===== src/rtl/spi_tx.sv =====
// Dual-lane SPI master transmitter: one 2-lane AXI-Stream word becomes one CS-low frame,
// both lanes shifted MSB-first in parallel; CPOL=1, data stable across every SCLK rising edge.
module spi_tx #(
  parameter int DATA_LENGTH  = 12,
  parameter int FRAME_BITS   = 16,
  parameter int LEAD_ZEROS   = 2,
  parameter int QUIET_CYCLES = 4
) (
  input  logic                       i_clk,
  input  logic                       i_rst,
  input  logic [2*DATA_LENGTH-1:0]   s_axis_tdata,
  input  logic                       s_axis_tvalid,
  output logic                       s_axis_tready,
  input  logic [7:0]                 i_clkDiv,
  output logic                       o_cs,
  output logic                       o_sclk,
  output logic [1:0]                 o_data,
  output logic                       o_busy,
  output logic                       o_frameDone
);

  localparam int TAIL = FRAME_BITS - LEAD_ZEROS - DATA_LENGTH;
  localparam int RW   = $clog2(FRAME_BITS + 1);
  localparam int QW   = (QUIET_CYCLES > 1) ? $clog2(QUIET_CYCLES + 1) : 1;

  typedef enum logic [1:0] {IDLE, SHIFT, QUIET} state_t;

  state_t                state_q, state_d;
  logic [7:0]            div_q, div_d;
  logic [7:0]            cnt_q, cnt_d;
  logic [RW-1:0]         rise_q, rise_d;
  logic [QW-1:0]         qcnt_q, qcnt_d;
  logic [FRAME_BITS-1:0] sr0_q, sr0_d, sr1_q, sr1_d;
  logic                  cs_q, cs_d;
  logic                  sclk_q, sclk_d;
  logic                  tready_q, tready_d;
  logic                  busy_q, busy_d;
  logic                  done_q, done_d;

  function automatic logic [FRAME_BITS-1:0] frame_of(input logic [DATA_LENGTH-1:0] s);
    return FRAME_BITS'(s) << TAIL;
  endfunction

  always_comb begin
    state_d  = state_q;
    div_d    = div_q;
    cnt_d    = cnt_q;
    rise_d   = rise_q;
    qcnt_d   = qcnt_q;
    sr0_d    = sr0_q;
    sr1_d    = sr1_q;
    cs_d     = cs_q;
    sclk_d   = sclk_q;
    tready_d = tready_q;
    busy_d   = busy_q;
    done_d   = 1'b0;

    unique case (state_q)
      IDLE: begin
        tready_d = 1'b1;
        busy_d   = 1'b0;
        if (s_axis_tvalid && tready_q) begin
          div_d    = (i_clkDiv == 8'd0) ? 8'd1 : i_clkDiv;
          sr0_d    = frame_of(s_axis_tdata[DATA_LENGTH-1:0]);
          sr1_d    = frame_of(s_axis_tdata[2*DATA_LENGTH-1:DATA_LENGTH]);
          cnt_d    = 8'd1;
          rise_d   = '0;
          cs_d     = 1'b0;
          sclk_d   = 1'b1;
          tready_d = 1'b0;
          busy_d   = 1'b1;
          state_d  = SHIFT;
        end
      end

      SHIFT: begin
        if (cnt_q == div_q) begin
          cnt_d = 8'd1;
          if (sclk_q) begin
            // The trailing high half-period after the last rising edge closes the frame.
            if (rise_q == RW'(FRAME_BITS)) begin
              cs_d   = 1'b1;
              done_d = 1'b1;
              sr0_d  = '0;
              sr1_d  = '0;
              qcnt_d = QW'(1);
              if (QUIET_CYCLES == 0) begin
                state_d  = IDLE;
                busy_d   = 1'b0;
                tready_d = 1'b1;
              end else begin
                state_d = QUIET;
              end
            end else begin
              sclk_d = 1'b0;
              if (rise_q != '0) begin
                sr0_d = {sr0_q[FRAME_BITS-2:0], 1'b0};
                sr1_d = {sr1_q[FRAME_BITS-2:0], 1'b0};
              end
            end
          end else begin
            sclk_d = 1'b1;
            rise_d = rise_q + RW'(1);
          end
        end else begin
          cnt_d = cnt_q + 8'd1;
        end
      end

      QUIET: begin
        if (qcnt_q >= QW'(QUIET_CYCLES)) begin
          state_d  = IDLE;
          busy_d   = 1'b0;
          tready_d = 1'b1;
        end else begin
          qcnt_d = qcnt_q + QW'(1);
        end
      end

      default: state_d = IDLE;
    endcase
  end

  always_ff @(posedge i_clk or posedge i_rst) begin
    if (i_rst) begin
      state_q  <= IDLE;
      div_q    <= 8'd1;
      cnt_q    <= 8'd1;
      rise_q   <= '0;
      qcnt_q   <= '0;
      sr0_q    <= '0;
      sr1_q    <= '0;
      cs_q     <= 1'b1;
      sclk_q   <= 1'b1;
      tready_q <= 1'b0;
      busy_q   <= 1'b0;
      done_q   <= 1'b0;
    end else begin
      state_q  <= state_d;
      div_q    <= div_d;
      cnt_q    <= cnt_d;
      rise_q   <= rise_d;
      qcnt_q   <= qcnt_d;
      sr0_q    <= sr0_d;
      sr1_q    <= sr1_d;
      cs_q     <= cs_d;
      sclk_q   <= sclk_d;
      tready_q <= tready_d;
      busy_q   <= busy_d;
      done_q   <= done_d;
    end
  end

  assign s_axis_tready = tready_q;
  assign o_cs          = cs_q;
  assign o_sclk        = sclk_q;
  assign o_data        = {sr1_q[FRAME_BITS-1], sr0_q[FRAME_BITS-1]};
  assign o_busy        = busy_q;
  assign o_frameDone   = done_q;

endmodule


===== config.mk =====
export PLATFORM = sky130hd
export DESIGN_NAME = spi_tx
export DESIGN_NICKNAME = d
export VERILOG_FILES = /design/src/rtl/spi_tx.sv
export SDC_FILE = /design/constraint.sdc
export NUM_CORES = 1
export LEC_CHECK = 0
export CAP_MARGIN = 20
export CORE_ASPECT_RATIO = 1.5
export CORE_MARGIN = 2
export CORE_UTILIZATION = 54
export DETAILED_ROUTE_END_ITERATION = 10
export MAX_ROUTING_LAYER = met4
export PLACE_DENSITY_LB_ADDON = 0.2
export SLEW_MARGIN = 20
export SYNTH_ARGS = -nofsm -noshare
export SYNTH_HDL_FRONTEND = slang
export SYNTH_SLANG_ARGS = --single-unit

===== constraint.sdc =====
create_clock -name i_clk -period 2.6 [get_ports i_clk]
set_clock_uncertainty 0.05 [all_clocks]
set_input_delay 0.78 -clock i_clk [delete_from_list [all_inputs] [get_ports i_clk]]
set_output_delay 0.78 -clock i_clk [all_outputs]
set_load 0.005 [all_outputs]

# Word-level counts from Yosys, hierarchy flattened
# Cells that the tools add are included.
classes:
  addsub: 3
  n_mul: 0
  div_mod_pow: 0
  n_lt_le_gt_ge: 1
  eq_ne: 12
  shifts: 0
  mux: 50
  bitwise_logic: 0
  n_reduce_logical: 16
op_table:
  columns: ["op", "n"]
  rows:
  - ["$mux 16", 10]
  - ["$pmux 16 s2", 2]
  - ["$mux 8", 3]
  - ["$reduce_and 5->1", 4]
  - ["$pmux 8 s2", 1]
  - ["$mux 1", 15]
  - ["$mux 5", 3]
  - ["$ne 2x2->1 const B", 7]
  - ["$mux 3", 4]
  - ["$mux 2", 5]
  - ["$pmux 5 s2", 1]
  - ["$add 8x1->8 const B", 1]
  - ["$eq 8x8->1", 1]
  - ["$logic_not 8->1", 1]
  - ["$pmux 1 s2", 4]
  - ["$pmux 2 s3", 1]
  - ["$pmux 3 s2", 1]
  - ["$reduce_and 2->1", 3]
  - ["$reduce_bool 2->1", 3]
  - ["$add 5x1->5 const B", 1]
  - ["$eq 5x5->1 const B", 1]
  - ["$reduce_bool 5->1", 1]
  - ["$reduce_and 4->1", 1]
  - ["$add 3x1->3 const B", 1]
  - ["7 further kinds", 7]
word_totals:
  ff_bits: 63
  latchBits: 0
  ramBits: 0
  romBits: 0
  output_inout_bits: 7
  elab_cells: 94
  n_memories: 0

# Longest topological paths before layout
# Gate-level depths: netlist of the first run.
logic_depth:
  word_depth: 6
  depth_mapped: 8
  ltp_nobuf: 7

# Worst setup path before layout of the first run
# No wires, ideal clock.
synth_path:
  path_type: "in2reg"
  from: "input port s_axis_tvalid"
  to: "register sr0_q[13]"
  setup_ns: 0.122
  t_arrival_ns: 2.099
  required_ns: 2.428
  setup_slack_ns: 0.330
  path_stages: 7
  n_path_buf: 3
  path_cell_list: "a21oi_1 > or2_2 > clkbuf_1 > or3_1 > buf_6 > buf_6 > a32o_1"
synth_between:
  elab_chain_len: 3
synth_lines:
  columns: ["item", "line", "source"]
  rows:
  - ["start: declaration", "12", "input logic s_axis_tvalid,"]
  - ["$logic_and 1x1->1", "62", "if (s_axis_tvalid && tready_q) begin"]
  - ["$ne 2x2->1 (no source line)", null, null]
  - ["$reduce_and 5->1 (no source line)", null, null]
  - ["end signal: assignment", "144", "sr0_q <= sr0_d;"]
  - ["end: declaration", "33", "logic [FRAME_BITS-1:0] sr0_q, sr0_d, sr1_q, sr1_d;"]
# No other way between the ends.
# A chain may end at the register's enable or synchronous reset.

# Worst setup path after layout of the first run
layout_path:
  from: "input port s_axis_tvalid"
  to: "register sr0_q[11]"
# The elaborated chain is that of the path after synthesis.

==> impl_metrics.env, run 1 <==
export IMPL_status="completed"
export IMPL_dp_hpwl_microns=4380
export IMPL_area_delta_synth_final_pct=24.3
export IMPL_finalPower_mw=3.76
export IMPL_cts_buffers=9
export IMPL_cts_tree="done"
export IMPL_r2r_cells=6
export IMPL_path_class="in2reg"
export IMPL_synth_distinct_cells=45
export IMPL_syn_inst=310
export IMPL_worstSetupStartpointType="primary input"
export IMPL_slew_viol_final=0
export IMPL_hold_path_class="reg2reg"
export IMPL_whs_path_depth=2
export IMPL_synth_seq_cells=59
export IMPL_routedWlPerCell_microns=14.6
export IMPL_ys_flop_type="dfrtp_1"
export IMPL_syn_cell_area_sq_um=2950
export IMPL_postSynth_asyncResetShare=1.00
export IMPL_ant_nets=0
export IMPL_layout_drive_gt1_share=0.119
export IMPL_grt_pass1_vias=2414
export IMPL_fp_dieH_microns=94.5
export IMPL_clockRootBuffer="clkbuf_8"
export IMPL_r2r_end="sr0_q[11]"
export IMPL_gp_congestion=0.755
export IMPL_drcViolationCount=0
export IMPL_fp_row_count=33
export IMPL_start_util=0.549
export IMPL_io_pin_count=42
export IMPL_crit_chain="clkdlybuf4s50_1 > a21oi_1 > or2_2 > or3_1 > buf_4 > mux2_4"
export IMPL_die_area_sq_um=6080
export IMPL_drt_total_wl_microns=6290
export IMPL_post_cts_buffers=0
export IMPL_avgViaCountPerCell=5.61
export IMPL_clock_sinks=59
export IMPL_endpoint_kind="register"
export IMPL_hold_start="div_q[0]"
export IMPL_slew_headroom=0.604
export IMPL_p_leak_nw=1.71
export IMPL_portBuffers=41
export IMPL_arrival_ns=2.54
export IMPL_r2r_start="cnt_q[0]"
export IMPL_ff2ff_setup_slack_ns=0.37
export IMPL_antenna_found_initial=0
export IMPL_crit_path_max_incr_delay_ns=0.49
export IMPL_firstDrtPassIters=4
export IMPL_cap_violations=0
export IMPL_avgSynthCellArea_sq_um=9.51
export IMPL_ir_drop_uv=695
export IMPL_holdPathEnd="div_q[0]"
export IMPL_fin_tns_setup_ns=0
export IMPL_nNetsFinal=395
export IMPL_worstPathRequired_ns=2.77
export IMPL_clockBufferDepth=2
export IMPL_htreeDepth=3
export IMPL_die_x_microns=64.3
export IMPL_finalSetupViolCount=0
export IMPL_worst_slew_pin_slew_ns=0.592
export IMPL_synth_nets=349
export IMPL_num_antenna_cells=0
export IMPL_grt_use_total=0.242
export IMPL_layout_min_cycle_time_ns=2.37
export IMPL_grt_overflow=0
export IMPL_synth_edff_count=0
export IMPL_fmax_ghz=0.423
export IMPL_powerDensity_nw_per_um2=1030
export IMPL_grt_first_pass_wirelength_microns=10900
export IMPL_yosysSeqAreaShare=0.502
export IMPL_post_route_period_util=0.910
export IMPL_crit_fanout=13
export IMPL_grt_max_degree=36
export IMPL_fp_coreArea_sq_um=5370
export IMPL_insertion_delay_ns=0.34
export IMPL_cts_resized=0
export IMPL_crit_slowest_cell="clkdlybuf4s50_1"
export IMPL_drt_initial_drc_count=184
export IMPL_rsz0062_at_grt="false"
export IMPL_holdBufCountCts=0
export IMPL_vias=2418
export IMPL_clkTransAtPathRegs_ns=0.07
export IMPL_hold_viol_final=0
export IMPL_yosysWarnings=0
flip-flops by register name, summed over array words and instances (netlist names), 2 cells and up:
signal	cells
cnt_q	8
div_q	8
qcnt_q	3
rise_q	5
sr0_q	14
sr1_q	14
state_q	2
stage by stage:
stage / cell area [sq um] / utilization / worst slack (ns) / instances / hold slack (ns)
final: 3670 / 0.683 / 0.235 / 431 / 0.436
after global routing: 3670 / 0.683 / 0.193 / 431 / 0.463
after CTS: 3670 / 0.683 / 0.233 / 431 / 0.441
after detailed placement: 3460 / 0.645 / -0.104 / 415 / 0.431
after global placement: 3460 / 0.645 / -0.0977 / 415 / 0.424
after floorplan: 2950 / - / 0.320 / 310 / 0.414
cells in the mapped netlist (4+ instances only):
cell type    n  area (sq um)
nor2_1       9          33.8
dfrtp_1     55          1380
xor2_1       9          78.8
o21ai_0     15          75.1
and3_1       5          31.3
ha_1         4          50.1
a21o_1       4          30.0
nor4_1       4          25.0
clkbuf_1    10          37.5
nand2_1    105           394
dfstp_2      4           105
inv_1        4          15.0
a22o_1       4          35.0
a21oi_1      4          20.0
a32o_1      25           250
critical path, delay by kind of cell:
kind | cells | cell delay (ns)
AO/OA/AOI/OAI | 1 | 0.08
AND/OR/NAND/NOR | 2 | 0.69
buffers and inverters | 2 | 0.69
multiplexers | 1 | 0.30
where the power goes:
group / switching [mW] / internal [mW] / total (mW)
clock network: 0.381 / 0.466 / 0.847
registers: 0.293 / 1.30 / 1.60
logic: 0.658 / 0.659 / 1.32
total: 1.33 / 2.43 / 3.76
cell type report:
class,count,area [sq um]
fill,439,1700
sequential,59,1480
multi-input combinational,226,1340
timing repair buffer,56,536
clock buffer,10,138
tap,70,87.6
clock inverter,6,65.1
inverter,4,15.0
logic make-up after synthesis:
family | count (synthesis) | synth area share
AOI/OAI and AO/OA | 67 | 0.179
adders and majority gates | 4 | 0.0170
DFF | 59 | 0.502
buffers and inverters | 25 | 0.0445
muxes | 3 | 0.0119
xor gates and xnor gates | 10 | 0.0297
and+or+nand+nor | 142 | 0.215
routing by layer:
layer / GRT usage / vias to the layer above / part of all wire
met4: 0.101 / 0 / 0.019
met1: 0.276 / 1161 / 0.42
met3: 0.0513 / 11 / 0.047
met2: 0.411 / 63 / 0.52
li1: - / 1183 / -
met5: - / - / 0
placed cells by master, fill, tap and decap left out, types with 5 or more instances in the layout:
cell type / n
o21ai_0: 15
clkdlybuf4s50_1: 41
buf_4: 14
nand2_1: 105
a32o_1: 25
and3_1: 5
nor2_1: 9
xor2_1: 9
dfrtp_1: 55
clkbuf_8: 10
worst max path at each step:
stage / start / to / slack, ns
after floorplan: i_rst / cnt_q[1] / 0.32
after global placement: s_axis_tvalid / sr0_q[11] / -0.1
after detailed placement: s_axis_tvalid / sr0_q[11] / -0.10
after CTS: o_sclk / o_sclk / 0.23
after global routing: o_sclk / o_sclk / 0.19
final: s_axis_tvalid / sr0_q[11] / 0.23
Power figures use the tool's default switching activity.
==> run 2: changes to the inputs <==
- clock period: 2.6 -> 2.4 ns (I/O delays scaled with it)
==> run 2 against run 1 <==
Routed wire length is 0.68% higher. Sequential power increased by 8%. Utilization up 0.63 points. Clock power up 16%.
==> impl_metrics.env, run 2 (synthesis gave the netlist of run 1 again) <==
export IMPL_status="completed"
export IMPL_final_common_cell="nand2_1"
export IMPL_finalSetupViolCount=0
export IMPL_cts_resized=0
export IMPL_slew_viol_final=0
export IMPL_wl_met2_microns=3330
export IMPL_drt_total_wl_microns=6330
export IMPL_worstSetupStartpointType="primary input"
export IMPL_p_leak_nw=1.73
export IMPL_portBuffers=41
export IMPL_grt_max_degree=44
export IMPL_hold_path_class="reg2reg"
export IMPL_firstDrtPassIters=4
export IMPL_layout_drive_gt1_share=0.122
export IMPL_rsz0062_at_grt="false"
export IMPL_gp_congestion=0.773
export IMPL_htreeDepth=3
export IMPL_area_delta_synth_final_pct=25.5
export IMPL_hold_start="sr1_q[6]"
export IMPL_post_route_period_util=0.966
export IMPL_arrival_ns=2.49
export IMPL_wl_met1_microns=2650
export IMPL_slew_headroom=0.745
export IMPL_antenna_found_initial=0
export IMPL_drt_initial_drc_count=211
export IMPL_clockBufferDepth=2
export IMPL_utilization=0.689
export IMPL_num_antenna_cells=0
export IMPL_avgViaCountPerCell=5.57
export IMPL_hold_viol_final=0
export IMPL_fin_tns_setup_ns=0
export IMPL_die_x_microns=64.3
export IMPL_fill_cells=440
export IMPL_io_pin_count=42
export IMPL_fp_coreArea_sq_um=5370
export IMPL_drcViolationCount=0
export IMPL_fmax_ghz=0.431
export IMPL_cts_buffers=9
export IMPL_r2r_start="rise_q[0]"
export IMPL_grt_use_total=0.240
export IMPL_clock_sinks=59
export IMPL_top_layer="met4"
export IMPL_nNetsFinal=396
export IMPL_die_area_sq_um=6080
export IMPL_clockRootBuffer="clkbuf_8"
export IMPL_cap_violations=0
export IMPL_layout_min_cycle_time_ns=2.32
export IMPL_multiInputGateArea_sq_um=1340
export IMPL_top_regs="sr0_q: 14 flops, sr1_q: 14 flops"
export IMPL_fp_row_count=33
export IMPL_holdBufCountCts=0
export IMPL_powerDensity_nw_per_um2=1120
export IMPL_seq_area_sq_um=1480
export IMPL_crit_fanout=13
export IMPL_vias=2408
export IMPL_worst_slew_pin_slew_ns=0.381
export IMPL_cts_tree="done"
export IMPL_start_util=0.549
export IMPL_path_class="in2reg"
export IMPL_clkTransAtPathRegs_ns=0.07
export IMPL_post_cts_buffers=0
export IMPL_ir_drop_uv=715
export IMPL_dr_wl_met3_microns=240
export IMPL_fp_dieH_microns=94.5
export IMPL_worstPathRequired_ns=2.57
export IMPL_startpoint="s_axis_tvalid"
export IMPL_dp_hpwl_microns=4450
export IMPL_ant_nets=0
export IMPL_endpoint_kind="register"
export IMPL_insertion_delay_ns=0.34
export IMPL_routedWlPerCell_microns=14.7
export IMPL_layout_common_cells="105 x nand2_1, 55 x dfrtp_1, 41 x clkdlybuf4s50_1"
export IMPL_grt_first_pass_wirelength_microns=10900
export IMPL_grt_overflow=0
export IMPL_grt_pass1_vias=2398
[run 2: cell type report]
| type | instances | share of cell area |
|---|---|---|
| timing repair buffer | 57 | 0.150 |
| clock inverter | 7 | 0.0250 |
| multi-input combinational | 226 | 0.363 |
| sequential | 59 | 0.400 |
| tap | 70 | 0.0237 |
| inverter | 4 | 0.00406 |
| clock buffer | 9 | 0.0335 |
[run 2: metal layers]
layer  global-route usage  up-vias
met2                0.413       50
met4                0.103        0
met1                0.268     1166
li1                     -     1184
met3               0.0501        8
met5                    -        -
[run 2: stage by stage]
step	cells	setup WS (ns)	hold WS, ns	cell area (sq um)	power [mW]
detailed placement	416	-0.251	0.431	3480	3.20
finish	432	0.0824	0.442	3700	4.16
global route	432	0.00647	0.457	3700	4.45
floorplan	310	0.180	0.414	2950	2.68
CTS	432	0.0738	0.442	3700	4.20
global placement	416	-0.238	0.424	3480	3.13
[run 2: report_power, final]
group | internal, mW | total (mW) | switching (mW)
registers | 1.41 | 1.73 | 0.319
logic | 0.722 | 1.45 | 0.727
clock network | 0.580 | 0.981 | 0.402
total | 2.71 | 4.16 | 1.45
[run 2: path summary, 6_finish.rpt]
kind | end | slack [ns] | depth (start not counted)
worst min register to register | sr1_q[6] | 0.44 | 1
worst max-delay path | sr0_q[11] | 0.08 | 6
worst max register to register | sr0_q[11] | 0.21 | 7
worst min-delay path | sr1_q[6] | 0.44 | 1
min in group asynchronous | cnt_q[7] | 0.62 | 2
max in group asynchronous | o_sclk | 1.08 | 3
[run 2: critical path, stage by stage]
cell and delay (ns):
clkdlybuf4s50_1 0.49, a21oi_1 0.08, or2_2 0.30, or3_1 0.39, buf_4 0.20, mux2_4 0.30
